[src/rtl/muldiv_unit_pkg.sv]
// Shared types and constants for the multiply/divide unit: ALU control codes,
// FSM state encoding, iteration count and the {hi, lo} result payload.
package muldiv_unit_pkg;

    localparam int unsigned DATA_W       = 32;
    localparam int unsigned CNT_W        = 5;
    localparam int unsigned MULDIV_ITERS = 32;

    localparam logic [4:0] MULT_CONTROL  = 5'b11000;
    localparam logic [4:0] MULTU_CONTROL = 5'b11001;
    localparam logic [4:0] DIV_CONTROL   = 5'b11010;
    localparam logic [4:0] DIVU_CONTROL  = 5'b11011;

    typedef enum logic [1:0] {
        MULDIV_IDLE = 2'b00,
        MULDIV_RUN  = 2'b01,
        MULDIV_DONE = 2'b10
    } muldiv_state_e;

    typedef struct packed {
        logic [DATA_W-1:0] hi;
        logic [DATA_W-1:0] lo;
    } hilo_t;

    // True for the four control codes this unit acts on
    function automatic logic is_muldiv(input logic [4:0] code);
        return (code == MULT_CONTROL) || (code == MULTU_CONTROL) ||
               (code == DIV_CONTROL)  || (code == DIVU_CONTROL);
    endfunction

endpackage

[src/rtl/muldiv_iter.sv]
// Single combinational step of the iterative datapath.
// Divide: restoring shift-subtract on {remainder, quotient}.
// Multiply: shift-add on {partial product, multiplier}.
module muldiv_iter
    import muldiv_unit_pkg::*;
(
    input  logic                  is_mul,
    input  logic [2*DATA_W-1:0]   acc,
    input  logic [DATA_W-1:0]     opnd,
    output logic [2*DATA_W-1:0]   acc_next_c
);

    logic [DATA_W:0]   top_c;
    logic [DATA_W-1:0] diff_c;
    logic [DATA_W:0]   sum_c;

    // One iteration: trial subtract for divide, conditional add + shift for multiply
    always_comb begin
        top_c      = acc[2*DATA_W-1:DATA_W-1];
        diff_c     = DATA_W'(top_c - {1'b0, opnd});
        sum_c      = {1'b0, acc[2*DATA_W-1:DATA_W]} + (acc[0] ? {1'b0, opnd} : '0);
        acc_next_c = {acc[2*DATA_W-2:0], 1'b0};
        if (is_mul) begin
            acc_next_c = {sum_c, acc[DATA_W-1:1]};
        end else if (top_c >= {1'b0, opnd}) begin
            acc_next_c = {diff_c, acc[DATA_W-2:0], 1'b1};
        end
    end

endmodule

[src/rtl/muldiv_unit.sv]
// Multi-cycle MULT/MULTU/DIV/DIVU unit producing {hi, lo}.
// Divides always take 32 RUN iterations. Multiplies are a registered single
// cycle `*` by default; with MULDIV_ITER_MUL_EN defined they iterate through
// RUN as shift-add on magnitudes and share the divide timing.
module muldiv_unit
    import muldiv_unit_pkg::*;
(
    input  logic                clk,
    input  logic                resetn,
    input  logic                start,
    input  logic [4:0]          alucontrol,
    input  logic [DATA_W-1:0]   srca,
    input  logic [DATA_W-1:0]   srcb,
    input  logic                flush,
    output logic                busy,
    output logic                done,
    output logic [2*DATA_W-1:0] result
);

    muldiv_state_e       state, state_next;
    logic [CNT_W-1:0]    cnt;
    logic                op_div, sign_a, sign_b;
    logic [DATA_W-1:0]   a_raw, opnd;
    logic [2*DATA_W-1:0] acc, acc_next_c, result_next_c;
    logic                accept_c, code_div_c, code_signed_c, in_sign_a_c, in_sign_b_c;
    logic [DATA_W-1:0]   abs_a_c, abs_b_c;
    logic                busy_next_c, done_next_c, is_mul_c;
    hilo_t               div_res_c;

    // Decode the incoming instruction and operand magnitudes
    always_comb begin
        code_div_c    = (alucontrol == DIV_CONTROL) || (alucontrol == DIVU_CONTROL);
        code_signed_c = (alucontrol == MULT_CONTROL) || (alucontrol == DIV_CONTROL);
        in_sign_a_c   = code_signed_c & srca[DATA_W-1];
        in_sign_b_c   = code_signed_c & srcb[DATA_W-1];
        abs_a_c       = in_sign_a_c ? -srca : srca;
        abs_b_c       = in_sign_b_c ? -srcb : srcb;
        accept_c      = (state == MULDIV_IDLE) && start && !flush && is_muldiv(alucontrol);
    end

`ifndef MULDIV_ITER_MUL_EN
    logic [2*DATA_W-1:0] ext_a_c, ext_b_c, mul_prod_c;

    // Single-cycle full-width product taken straight from the inputs
    always_comb begin
        ext_a_c    = code_signed_c ? {{DATA_W{srca[DATA_W-1]}}, srca} : {{DATA_W{1'b0}}, srca};
        ext_b_c    = code_signed_c ? {{DATA_W{srcb[DATA_W-1]}}, srcb} : {{DATA_W{1'b0}}, srcb};
        mul_prod_c = ext_a_c * ext_b_c;
    end
`endif

    // State register
    always_ff @(posedge clk or negedge resetn) begin
        if (!resetn) state <= MULDIV_IDLE;
        else         state <= state_next;
    end

    // Next-state logic; flush overrides everything
    always_comb begin
        state_next = state;
        if (flush) begin
            state_next = MULDIV_IDLE;
        end else begin
            case (state)
                MULDIV_IDLE: begin
                    if (accept_c) begin
`ifdef MULDIV_ITER_MUL_EN
                        state_next = MULDIV_RUN;
`else
                        state_next = code_div_c ? MULDIV_RUN : MULDIV_DONE;
`endif
                    end
                end
                MULDIV_RUN:  if (cnt == CNT_W'(MULDIV_ITERS - 1)) state_next = MULDIV_DONE;
                MULDIV_DONE: state_next = MULDIV_IDLE;
                default:     state_next = MULDIV_IDLE;
            endcase
        end
    end

    // Output decode of the next state, registered below
    always_comb begin
        busy_next_c = (state_next == MULDIV_RUN);
        done_next_c = (state_next == MULDIV_DONE);
    end

    assign is_mul_c = !op_div;

    muldiv_iter u_iter (
        .is_mul     (is_mul_c),
        .acc        (acc),
        .opnd       (opnd),
        .acc_next_c (acc_next_c)
    );

    // Sign fixup and special cases on the final iteration value
    always_comb begin
        div_res_c.lo = (sign_a ^ sign_b) ? -acc_next_c[DATA_W-1:0] : acc_next_c[DATA_W-1:0];
        div_res_c.hi = sign_a ? -acc_next_c[2*DATA_W-1:DATA_W] : acc_next_c[2*DATA_W-1:DATA_W];
        if (opnd == '0) begin
            div_res_c.hi = a_raw;
            div_res_c.lo = '1;
        end
`ifdef MULDIV_ITER_MUL_EN
        result_next_c = op_div ? div_res_c : ((sign_a ^ sign_b) ? -acc_next_c : acc_next_c);
`else
        result_next_c = (state == MULDIV_IDLE) ? mul_prod_c : div_res_c;
`endif
    end

    // Operand latch, iteration registers and output registers
    always_ff @(posedge clk or negedge resetn) begin
        if (!resetn) begin
            cnt    <= '0;
            op_div <= 1'b0;
            sign_a <= 1'b0;
            sign_b <= 1'b0;
            a_raw  <= '0;
            opnd   <= '0;
            acc    <= '0;
            busy   <= 1'b0;
            done   <= 1'b0;
            result <= '0;
        end else begin
            busy <= busy_next_c;
            done <= done_next_c;
            if (accept_c) begin
                cnt    <= '0;
                op_div <= code_div_c;
                sign_a <= in_sign_a_c;
                sign_b <= in_sign_b_c;
                a_raw  <= srca;
                opnd   <= code_div_c ? abs_b_c : abs_a_c;
                acc    <= {{DATA_W{1'b0}}, (code_div_c ? abs_a_c : abs_b_c)};
            end else if (state == MULDIV_RUN) begin
                cnt <= cnt + CNT_W'(1);
                acc <= acc_next_c;
            end
            if (done_next_c) result <= result_next_c;
        end
    end

endmodule

[config.mk]
export PLATFORM = sky130hd
export DESIGN_NAME = muldiv_unit
export DESIGN_NICKNAME = d
export VERILOG_FILES = /design/src/rtl/muldiv_unit_pkg.sv /design/src/rtl/muldiv_iter.sv /design/src/rtl/muldiv_unit.sv
export SDC_FILE = /design/constraint.sdc
export NUM_CORES = 2
export LEC_CHECK = 0
export ABC_CLOCK_PERIOD_IN_PS = 11150
export CAP_MARGIN = 20
export CELL_PAD_IN_SITES_DETAIL_PLACEMENT = 0
export CELL_PAD_IN_SITES_GLOBAL_PLACEMENT = 1
export CORE_MARGIN = 1.5
export CORE_UTILIZATION = 55
export DETAILED_ROUTE_END_ITERATION = 10
export PLACE_DENSITY_LB_ADDON = 0.25
export SYNTH_ARGS = -nofsm -noshare
export SYNTH_HDL_FRONTEND = slang
export SYNTH_SLANG_ARGS = --single-unit
export TNS_END_PERCENT = 20
[constraint.sdc]
create_clock -name clk -period 11.15 [get_ports clk]
set_input_delay 1.115 -clock clk [delete_from_list [all_inputs] [get_ports clk]]
set_output_delay 1.115 -clock clk [all_outputs]
set_load 0.05 [all_outputs]
# Word level (Yosys, flattened, before mapping)
# Index checks and enable logic that the tools add are counted.
[op_classes]
addsub = 7
multipliers = 1
order_cmp = 1
n_eq_ne = 8
n_mux = 22
bitwise = 3
reduce_logical = 12
[ops]
columns = ["operator", "n"]
rows = [
  ["$mux 64", 8],
  ["$mux 32", 7],
  ["$neg 32->32", 4],
  ["$mul 64x64->64", 1],
  ["$add 32x32->33", 1],
  ["$ge 33x32->1", 1],
  ["$logic_not 32->1", 1],
  ["$sub 32x32->32", 1],
  ["$eq 5x5->1 const B", 5],
  ["$mux 5", 2],
  ["$mux 2", 4],
  ["$add 5x1->5 const B", 1],
  ["$logic_or 1x1->1", 5],
  ["$eq 2x1->1 const B", 2],
  ["$pmux 2 s2", 1],
  ["$logic_and 1x1->1", 3],
  ["$and 1x1->1", 2],
  ["$eq 2x2->1 const B", 1],
  ["$logic_not 2->1", 1],
  ["$reduce_bool 2->1", 1],
  ["$logic_not 1->1", 1],
  ["$xor 1x1->1", 1],
]
[totals]
regBits = 204
input_bits = 73
output_inout_bits = 66

# Longest topological paths before layout
[depth]
depth_word = 9
mapped_depth = 39
mapped_depth_nobuf = 35

# Hierarchy
# Synthesis repeated with hierarchy kept, for this count alone.
[unflattened]
cells_unflattened = 7347
area_unflattened_um2 = 64181.6
[modules_own_cells]
columns = ["mod", "instances", "cells_each", "area_per_inst_um2", "seq_area_each_um2"]
rows = [
  ["muldiv_unit", 1, 6654, 59338.2, 5104.9],
  ["muldiv_iter", 1, 693, 4843.4, 0.0],
]

# Worst setup path before layout
# OpenSTA, ideal clock, no wires.
[synth_timing]
path_kind = "input-to-reg"
from = "in alucontrol[4]"
to = "reg result[63]"
arrival_ps = 10634
required_time_ps = 11015
slack_ps = 382
path_stages = 34
path_buffers = 3
cell_sequence = "nand2_1 -> nor3_1 -> and2_1 -> clkbuf_1 -> buf_1 -> nand2_1 -> fa_1 -> inv_1 -> fa_1 -> fa_1 -> inv_1 -> fa_1 -> fa_1 -> inv_1 -> fa_1 -> fa_1 -> fa_1 -> fa_1 -> inv_1 -> fa_1 -> inv_1 -> ha_1 -> clkbuf_1 -> a21o_1 -> a21o_1 -> a21oi_1 -> o21ai_0 -> o211a_1 -> o31a_1 -> o31a_1 -> or4_1 -> o311a_1 -> o21ai_0 -> o211ai_1"
[synth_between]
elab_chain_len = 9
word_cells_on_any_way = 19
cone_classes = "mul (1); eq/ne (5); mux (7); reduce/logical (6)"
[synth_rtl]
columns = ["element", "line_no", "rtl"]
rows = [
  ["start, declared", "muldiv_unit.sv:11", "input logic [4:0] alucontrol,"],
  ["parallel branches: the longest is 9 deep, another holds $mul 64x64->64", "-", ""],
  ["end signal, assigned", "muldiv_unit.sv:139", "if (done_next_c) result <= result_next_c;"],
  ["end, declared", "muldiv_unit.sv:17", "output logic [2*DATA_W-1:0] result"],
]
# Several ways; the timed one is not identified.
# A chain may end at the register's enable or synchronous reset.

# Worst setup path after layout
[layout_timing]
from = "in srcb[4]"
to = "reg result[63]"
[layout_between]
elab_chain_len = 3
[layout_rtl]
columns = ["element", "line_no", "rtl"]
rows = [
  ["start, declared", "muldiv_unit.sv:13", "input logic [DATA_W-1:0] srcb,"],
  ["$mux 64", "muldiv_unit.sv:47", "ext_b_c = code_signed_c ? {{DATA_W{srcb[DATA_W-1]}}, srcb} : {{DATA_W{1'b0}}, srcb};"],
  ["$mul 64x64->64", "muldiv_unit.sv:48", "mul_prod_c = ext_a_c * ext_b_c;"],
  ["$mux 64", "muldiv_unit.sv:107", "result_next_c = (state == MULDIV_IDLE) ? mul_prod_c : div_res_c;"],
]
# Every way passes these cells.

==> results.tsv <==
stage	metric	value	unit
layout	Multi-input gate area	0.0516	mm^2
place	RePlAce Congestion	0.987	
cts	clock transition at the registers of the reported paths	0.06	ns
detailed_routing	First DRT Iteration DRCs	3927	
layout	sequential cell area	0.00511	mm^2
cts	cts hold-fix bufs	0	
layout	fill cell count	10727	
cts	clock sinks	204	
place	input/output buffers	138	
worst_setup_path	crit path max-delay cell type	a2111oi_0	
sta	final setup fails	0	
global_routing	M2 GR Usage	0.610	
logic_synthesis	Distinct cells, synth	97	
logic_synthesis	Synth warnings	0	
layout	Area Growth Syn to Fin	6.26	%
global_routing	remaining global-route overflow	0	
sta	Tightest Pin Transition	1.24	ns
detailed_routing	ANT nets after route	0	
floorplanning	row cnt	125	
logic_synthesis	Post-synth ARST share	1.00	
worst_setup_path	Arrival @ worst endpoint	10.91	ns
sta	Final Cycle Share	0.942	
cts	Post-CTS Setup Repair Bufs	0	
detailed_routing	final wirelength	216	mm
global_routing	GR Layer Usage met3	0.0527	
cts	CTS-repair resized insts	0	
worst_setup_path	CP Class	in -> reg	
sta	Fmax	95.2	MHz
detailed_routing	Avg Vias per Cell	5.76	
sta	setup tns final	0	ns
logic_synthesis	Post-synth EDFFs	0	
sta	Layout Skew	0.0260	ns
global_routing	antenna violations before repair	16	
sta	Hold Violations, Final	0	
logic_synthesis	Post-Syn Instances	7379	
worst_setup_path	most frequent CP cell	fa_1	
logic_synthesis	Top FF cell, synth	dfrtp_1	
layout	fraction of layout cells with a size suffix above 1	0.0437	
floorplanning	initial cell density of the core	0.555	
global_routing	first-pass GRT wire length	334	mm
layout	# nets final	9181	
floorplanning	Die Y	345	um
logic_synthesis	Seq/Total Area, Yosys	0.0792	
global_routing	M1 GR Usage	0.494	
worst_setup_path	crit-path max FO	17	
global_routing	All-Layer GR Usage	0.371	
cts	clk_lat worst skew	0.56	ns
sta	final slew viol count	0	
detailed_routing	DRC	0	
logic_synthesis	Synth area leader	fa_1	
cts	CTS root buf	clkbuf_16	
floorplanning	Ports	139	
logic_synthesis	most frequent cell after synthesis	inv_1	
global_routing	vias in the first global route	54183	
detailed_routing	drt first pass iters	6	
floorplanning	Die Width	345	um
layout	Final Util	0.590	
detailed_routing	post-DR wirelength/cell	24.4	um
logic_synthesis	area share of the largest cell type after synthesis	0.441	
floorplanning	core area	0.116	mm^2
worst_setup_path	crit-path max cell delay	0.72	ns
flow_run	maxcap violations	0	
logic_synthesis	Mapped Area	0.0645	mm^2
place	Post-DP HPWL	178	mm
worst_setup_path	CP required	11.55	ns
worst_setup_path	CP startpoint kind	input pin	
outcome	status	completed	
global_routing	largest net degree at the start of global routing	92	
logic_synthesis	Synth Net Count	9251	
logic_synthesis	synthesized area per cell	8.74	um^2
cts	H-tree depth	1	
cts	CTS tree	built	
cts	total CTS buffers	24	
sta	RSZ-0062 raised after global routing	no	
floorplanning	die area	0.119	mm^2
hold_path	Hold Crit Class	reg -> reg	
global_routing	gr busiest metal	met2	
logic_synthesis	most frequent cells after synthesis	inv_1, fa_1, nand2_1, ha_1, and2_1	
worst_setup_path	crit path capture type	register	
sta	slew margin rel.	0.169	
logic_synthesis	Seq cells post-synth	204	
logic_synthesis	synth top area cells	fa_1, inv_1, dfrtp_1	
detailed_routing	via count	51014	
cts	clk buf depth	3	
sta	Tmin final	10.50	ns
==> placed cells by master, fill, tap and decap left out, drive strengths merged, types with 65 or more instances in the layout <==
cell type / instances
clkdlybuf4s50: 100
a21oi: 221
buf: 217
dfrtp: 204
and2: 368
xor2: 89
xnor2: 178
nand3: 84
inv: 1645
o21ai: 275
o211ai: 65
fa: 1421
nand2: 1109
nor2: 222
ha: 378
==> final cells by class <==
type,instances,share of cell area
Antenna cell,9,0.000329
Clock buffer,30,0.00970
Clock inverter,12,0.00186
Inverter,1648,0.0903
Multi-Input combinational cell,5114,0.754
Sequential cell,204,0.0746
Tap cell,1524,0.0278
Timing Repair Buffer,317,0.0417
==> cell families (layout without fill, tap and decap cells) <==
kind of cell	after synthesis	after routing	synth area share
xor+xnor	267	267	0.0363
simple gates	2056	2056	0.147
fa+ha+maj	1802	1802	0.515
other cells	0	9	0
mux	52	52	0.00823
flops	204	204	0.0792
compound gates	937	937	0.0940
buf+inv	2061	2007	0.120
==> routing by layer <==
layer	vias up	part of all wire
li1	22262	-
met1	26131	0.40
met2	2191	0.47
met3	430	0.078
met4	0	0.050
met5	-	0
==> worst paths after layout <==
path | startpoint | to | slack [ns] | cells after the start
max | srcb[4] | result[63] | 0.65 | 31
min | result[6] | result[6] | 0.47 | 2
max reg2reg | opnd[15] | result[24] | 5.13 | 20
min reg2reg | result[6] | result[6] | 0.47 | 2
max in group asynchronous | resetn | a_raw[2] | 9.25 | 2
min in group asynchronous | resetn | acc[36] | 0.57 | 1
==> state kept, by name (all words and copies together) (netlist names) <==
register,cells
acc,64
result,64
a_raw,32
opnd,32
cnt,5
state,2
busy,1
done,1
op_div,1
sign_a,1
sign_b,1
==> worst max-delay path, delay by kind of cell <==
kind / cells / cell delay, ns
adders and majority gates: 11 / 4.65
AOI/OAI and AO/OA: 8 / 2.51
and+or+nand+nor: 5 / 1.49
buffers and inverters: 7 / 1.11
==> metrics by stage <==
step	hold slack [ns]	instances	worst slack (ns)	cell area [um^2]
global route	0.493	8849	0.110	68500
CTS	0.477	8849	0.649	68500
global placement	0.457	8806	0.178	67700
detailed placement	0.464	8807	0.104	67700
floorplan	0.441	7379	0.382	64500
finish	0.470	8858	0.648	68500
Power is not shown: default switching activity piles up to over one toggle a cycle in this logic, so the estimate is an artifact.
